**src/rtl/bram_arb_pkg.sv**
```systemverilog
// Shared definitions for the block-RAM round-robin arbiter: default geometry
// and the INIT/RUN state encoding.
package bram_arb_pkg;

   localparam int DEF_ADDR_W = 9;
   localparam int DEF_DATA_W = 32;
   localparam int DEPTH      = 2 ** DEF_ADDR_W;

   typedef enum logic {
      ST_INIT = 1'b0,
      ST_RUN  = 1'b1
   } state_t;

   // Width of a requester index for n requesters (at least one bit).
   function automatic int idx_width(input int n);
      return (n > 1) ? $clog2(n) : 1;
   endfunction

endpackage

```
**src/rtl/bram_rr_arbiter_rr_pick.sv**
```systemverilog
// Combinational round-robin select: the first set request at or above ptr,
// wrapping around, as a one-hot grant and an index.
module rr_pick #(
   parameter int N     = 4,
   parameter int PTR_W = 2
) (
   input  logic [N-1:0]     req,
   input  logic [PTR_W-1:0] ptr,
   output logic [N-1:0]     gnt,
   output logic [PTR_W-1:0] idx,
   output logic             any
);

   int               pos;
   logic [PTR_W-1:0] pos_idx;

   // Walk from the farthest slot back to ptr so the nearest request wins last.
   always_comb begin
      gnt     = '0;
      idx     = '0;
      any     = 1'b0;
      pos     = 0;
      pos_idx = '0;
      for (int k = N - 1; k >= 0; k--) begin
         pos = int'(ptr) + k;
         if (pos >= N) pos = pos - N;
         pos_idx = PTR_W'(pos);
         if (req[pos_idx]) begin
            gnt          = '0;
            gnt[pos_idx] = 1'b1;
            idx          = pos_idx;
            any          = 1'b1;
         end
      end
   end

endmodule

```
**src/rtl/bram_rr_arbiter.sv**
```systemverilog
// Round-robin arbiter sharing one block-RAM port among NUM_REQ requesters,
// with optional zero-fill after reset and fixed two-cycle read responses.
module bram_rr_arbiter
   import bram_arb_pkg::*;
#(
   parameter int NUM_REQ       = 4,
   parameter int ADDR_W        = DEF_ADDR_W,
   parameter int DATA_W        = DEF_DATA_W,
   parameter bit INIT_ON_RESET = 1'b1
) (
   input  logic                      clk,
   input  logic                      rst,
   input  logic [NUM_REQ-1:0]        req_valid,
   output logic [NUM_REQ-1:0]        req_ready,
   input  logic [NUM_REQ-1:0]        req_we,
   input  logic [NUM_REQ*ADDR_W-1:0] req_addr,
   input  logic [NUM_REQ*DATA_W-1:0] req_wdata,
   output logic [NUM_REQ-1:0]        rsp_valid,
   output logic [DATA_W-1:0]         rsp_rdata,
   output logic                      mem_we,
   output logic [ADDR_W-1:0]         mem_addr,
   output logic [DATA_W-1:0]         mem_din,
   input  logic [DATA_W-1:0]         mem_dout,
   output logic                      init_done
);

   localparam int PTR_W     = idx_width(NUM_REQ);
   localparam int LAST_ADDR = 2 ** ADDR_W - 1;

   state_t             state;
   logic [ADDR_W-1:0]  cnt;
   logic [PTR_W-1:0]   rr_ptr;
   logic [NUM_REQ-1:0] gnt;
   logic [PTR_W-1:0]   gnt_idx;
   logic               gnt_any;
   logic               run;
   logic               acc;
   logic               sel_we;
   logic [ADDR_W-1:0]  sel_addr;
   logic [DATA_W-1:0]  sel_wdata;
   logic               vld_p1, vld_p2;
   logic [PTR_W-1:0]   id_p1, id_p2;

   rr_pick #(
      .N    (NUM_REQ),
      .PTR_W(PTR_W)
   ) u_pick (
      .req(req_valid),
      .ptr(rr_ptr),
      .gnt(gnt),
      .idx(gnt_idx),
      .any(gnt_any)
   );

   // Grants are suppressed while reset is held so nothing is ever accepted then.
   assign run       = (state == ST_RUN) && !rst;
   assign req_ready = run ? gnt : '0;
   assign acc       = run && gnt_any;

   always_comb begin
      sel_we    = 1'b0;
      sel_addr  = '0;
      sel_wdata = '0;
      for (int i = 0; i < NUM_REQ; i++) begin
         if (gnt[i]) begin
            sel_we    = req_we[i];
            sel_addr  = req_addr[i*ADDR_W +: ADDR_W];
            sel_wdata = req_wdata[i*DATA_W +: DATA_W];
         end
      end
   end

   // Stage p0 -> p1: winning request onto the RAM port; read tag enters pipe.
   always_ff @(posedge clk) begin
      if (rst) begin
         state     <= INIT_ON_RESET ? ST_INIT : ST_RUN;
         cnt       <= '0;
         rr_ptr    <= '0;
         init_done <= 1'b0;
         mem_we    <= 1'b0;
         mem_addr  <= '0;
         mem_din   <= '0;
         vld_p1    <= 1'b0;
         vld_p2    <= 1'b0;
      end else begin
         case (state)
            ST_INIT: begin
               mem_we   <= 1'b1;
               mem_addr <= cnt;
               mem_din  <= '0;
               cnt      <= cnt + 1'b1;
               if (cnt == ADDR_W'(LAST_ADDR)) begin
                  state     <= ST_RUN;
                  init_done <= 1'b1;
               end
            end
            default: begin
               init_done <= 1'b1;
               mem_we    <= acc && sel_we;
               if (acc) begin
                  mem_addr <= sel_addr;
                  mem_din  <= sel_wdata;
                  rr_ptr   <= (int'(gnt_idx) == NUM_REQ - 1) ? '0 : gnt_idx + 1'b1;
               end
            end
         endcase
         vld_p1 <= acc && !sel_we;
         vld_p2 <= vld_p1;
      end
   end

   // Stage p1 -> p2: requester id follows the RAM's registered read.
   always_ff @(posedge clk) begin
      id_p1 <= gnt_idx;
      id_p2 <= id_p1;
   end

   always_comb begin
      rsp_valid = '0;
      if (vld_p2) rsp_valid[id_p2] = 1'b1;
   end

   assign rsp_rdata = mem_dout;

endmodule

```
**config.mk**
```make
export PLATFORM = sky130hd
export DESIGN_NAME = bram_rr_arbiter
export DESIGN_NICKNAME = d
export VERILOG_FILES = /design/src/rtl/bram_arb_pkg.sv /design/src/rtl/bram_rr_arbiter_rr_pick.sv /design/src/rtl/bram_rr_arbiter.sv
export SDC_FILE = /design/constraint.sdc
export NUM_CORES = 1
export LEC_CHECK = 0
export BUFFER_PORTS_ARGS = -buffer_cell sky130_fd_sc_hd__buf_4
export CAP_MARGIN = 20
export CELL_PAD_IN_SITES_DETAIL_PLACEMENT = 1
export CELL_PAD_IN_SITES_GLOBAL_PLACEMENT = 2
export CORE_MARGIN = 2
export CORE_UTILIZATION = 23
export DETAILED_ROUTE_END_ITERATION = 6
export MAX_ROUTING_LAYER = met4
export PLACE_DENSITY = 0.86
export SLEW_MARGIN = 30
export SYNTH_ARGS = -nofsm -noshare
export SYNTH_HDL_FRONTEND = slang
export SYNTH_SLANG_ARGS = --single-unit
```
**constraint.sdc**
```tcl
create_clock -name clk -period 5.3 [get_ports clk]
set_clock_uncertainty 0.2 [all_clocks]
set_input_delay 1.59 -clock clk [delete_from_list [all_inputs] [get_ports clk]]
set_output_delay 1.59 -clock clk [all_outputs]
set_load 0.02 [all_outputs]
```
==> impl_metrics.env <==
export IMPL_outcome="complete, no violations"
export IMPL_grt_pass1_wl_um=27500
export IMPL_cts_buffers=9
export IMPL_power_frac_clock=0.463
export IMPL_io_pins=289
export IMPL_grt_pass1_vias=4799
export IMPL_ys_seq_area_frac=0.271
export IMPL_cts_tree="done"
export IMPL_grtUsageTotal=0.180
export IMPL_hpwl_um=13200
export IMPL_fp_coreArea_um2=19300
export IMPL_total_leakage_power_nw=2.57
export IMPL_yosys_area_top_type="dfxtp_1"
export IMPL_swShare=0.249
export IMPL_busiest_layer="met2"
export IMPL_min_delay_start="id_p1[0]"
export IMPL_finalHoldViolations=0
export IMPL_setup_tns_ns=0
export IMPL_drc=0
export IMPL_die_x_um=144
export IMPL_mappedNetlistArea_um2=4510
export IMPL_grt_use_met3=0.0297
export IMPL_post_drt_wl_per_cell_um=19.8
export IMPL_cts_sinks=61
export IMPL_startpoint_type="input pin"
export IMPL_dieArea_um2=20700
export IMPL_yosys_register_bits=61
export IMPL_synthTopCellsByArea="dfxtp_1 (27%), a21boi_0 (8.3%), a311oi_1 (6.0%), buf_4 (6.0%), nor2_1 (5.7%)"
export IMPL_cp_max_fo=15
export IMPL_r2r_end="mem_we"
export IMPL_synth_ff_type="dfxtp_1"
export IMPL_via_per_inst=5.03
export IMPL_cts_htree_levels=3
export IMPL_min_period_over_period=0.943
export IMPL_crit_path_frequent_cell="buf_4"
export IMPL_clockBufferDepth=2
export IMPL_grt_max_degree=43
export IMPL_slew_viol_final=0
export IMPL_startpoint="req_valid[2]"
export IMPL_netSwitchingPower_w=0.000331
export IMPL_worst_slack_ns=0.300
export IMPL_synth_cell_type_count=57
export IMPL_initial_utilization=0.233
export IMPL_post_cts_resized=0
export IMPL_p_int_w=0.000995
export IMPL_die_h_um=144
export IMPL_yosys_top_cells_count="nor2_1 (68), dfxtp_1 (61), a21boi_0 (50)"
export IMPL_met2_usage=0.285
export IMPL_powerDensity_nw_per_um2=206
export IMPL_synth_async_sr_flop_share=0
export IMPL_netlist_instances=518
export IMPL_rsz0062_at_grt="no"
export IMPL_slowest_stage="mux4_2"
export IMPL_worst_skew_pair_late_latency_ns=0.34
export IMPL_r2r_start="rr_ptr[1]"
export IMPL_cp_endpoint="req_ready[2]"
export IMPL_drv_cap=0
export IMPL_seq_power_share=0.355
export IMPL_cts_setup_buffers=0
export IMPL_met1_usage=0.231
export IMPL_fmax_ghz=0.200
export IMPL_final_util=0.333
export IMPL_io_buffers=224
export IMPL_worst_endpoint_required_ns=3.51
export IMPL_nets=901
export IMPL_netlist_area_leader_share=0.271
export IMPL_slowest_delay_ns=0.59
export IMPL_dr_pass1_iters=4
export IMPL_cts_hold_buf=0
export IMPL_ant_nets=0
export IMPL_root_buffer="clkbuf_16"
export IMPL_hp_class="flop to flop"
export IMPL_crit_type="input pin to primary output"
export IMPL_cp_end_kind="primary output"
export IMPL_r2r_cells=10
export IMPL_path_clk_slew_ns=0.06
export IMPL_crit_arrival_ns=3.21
export IMPL_area_growth_pct=43.1
export IMPL_synth_edf_count=0
export IMPL_worstPathCellList="buf_4 > mux4_2 > nand3b_1 > a21oi_1 > a311oi_4 > nor2_1 > buf_4"
export IMPL_setup_viol=0
export IMPL_fp_row_count=51
export IMPL_drtIter0Drc=259
export IMPL_synth_most_common_cell="nor2_1"
export IMPL_relSlewSlack=0.540
export IMPL_yosys_warnings=0
export IMPL_gp_congestion=0.856
export IMPL_layout_drive_gt1_share=0.424
export IMPL_worstMarginPinSlew_ns=0.684
export IMPL_synth_avg_cell_area_um2=8.70
export IMPL_grt_overflow_total=0
export IMPL_wl_um=18900
export IMPL_place_ws_ns=0.311
export IMPL_antenna_found_initial=0
export IMPL_via_count=4803
export IMPL_ir_drop_v=0.000124
export IMPL_p_comb_frac=0.182
export IMPL_antenna_cells=0
export IMPL_period_minus_slack_ns=5.00
export IMPL_synth_nets=733
export IMPL_reg2reg_setup_slack_ns=1.67
==> sequential cells by signal, summed over array words and instances, names as in the netlist <==
register and flops:
cnt 9, id_p1 2, id_p2 2, init_done 1, mem_addr 9, mem_din 32
mem_we 1, rr_ptr 2, state 1, vld_p1 1, vld_p2 1
==> power groups by stage <==
stage / clock [W] / combinational (W) / sequential [W]
after floorplan: 0 / 0.000145 / 0.000481
after global placement: 0 / 0.000240 / 0.000480
after detailed placement: 0 / 0.000242 / 0.000480
after CTS: 0.000633 / 0.000242 / 0.000470
after global routing: 0.000650 / 0.000260 / 0.000470
final: 0.000614 / 0.000241 / 0.000470
==> critical path, delay by kind of cell <==
family	cells	cell delay (ns)
buffers and inverters	2	0.34
muxes	1	0.59
AOI/OAI and AO/OA	2	0.34
and+or+nand+nor	2	0.33
==> through the flow <==
stage	instance area [um^2]	hold slack (ns)	instances	total power, W
CTS	6450	0.126	954	0.00135
finish	6450	0.123	954	0.00133
detailed placement	6150	0.118	940	0.000721
global placement	6150	0.112	940	0.000719
global route	6450	0.136	954	0.00138
floorplan	4510	0.110	518	0.000626
==> cells by family after synthesis <==
kind of cell,count (synthesis),share of synthesized area
compound gates,227,0.405
simple gates,110,0.113
buf+inv,90,0.129
flops,61,0.271
mux,15,0.0444
fa+ha+maj,9,0.0250
xor+xnor,6,0.0117
==> metal layers <==
layer / routed length, um / vias to the layer above
li1: - / 2279
met1: 8490 / 2334
met2: 9010 / 156
met3: 990 / 34
met4: 444 / 0
met5: 0 / -
==> worst min-delay path by stage <==
stage | depth (start not counted) | endpoint
floorplan | 0 | id_p2[0]
global placement | 0 | id_p2[1]
detailed placement | 0 | id_p2[0]
CTS | 0 | id_p2[0]
global route | 0 | id_p2[0]
finish | 0 | id_p2[0]
==> layout make-up <==
class                   count  area, um^2
multi-input cells         367        2740
clock buffers              13         270
flip-flops and latches     61        1220
clock inverters             1        30.0
fillers                  2273       12900
repair buffers            241        1830
well taps                 265         332
inverters                   6        22.5
==> placed cells by master, fill, tap and decap left out, drive strengths merged, types with 5 or more instances in the layout <==
master  instances
a211oi          9
a21boi         50
a21oi          11
a22oi          32
a311oi         43
buf           241
clkbuf         13
dfxtp          61
ha              9
inv             6
mux2i           8
nand2          10
nand3b          5
nor2           69
o211ai         11
o21ai          25
o31ai          34
xor2            5
(Power assumes the default switching activity.)
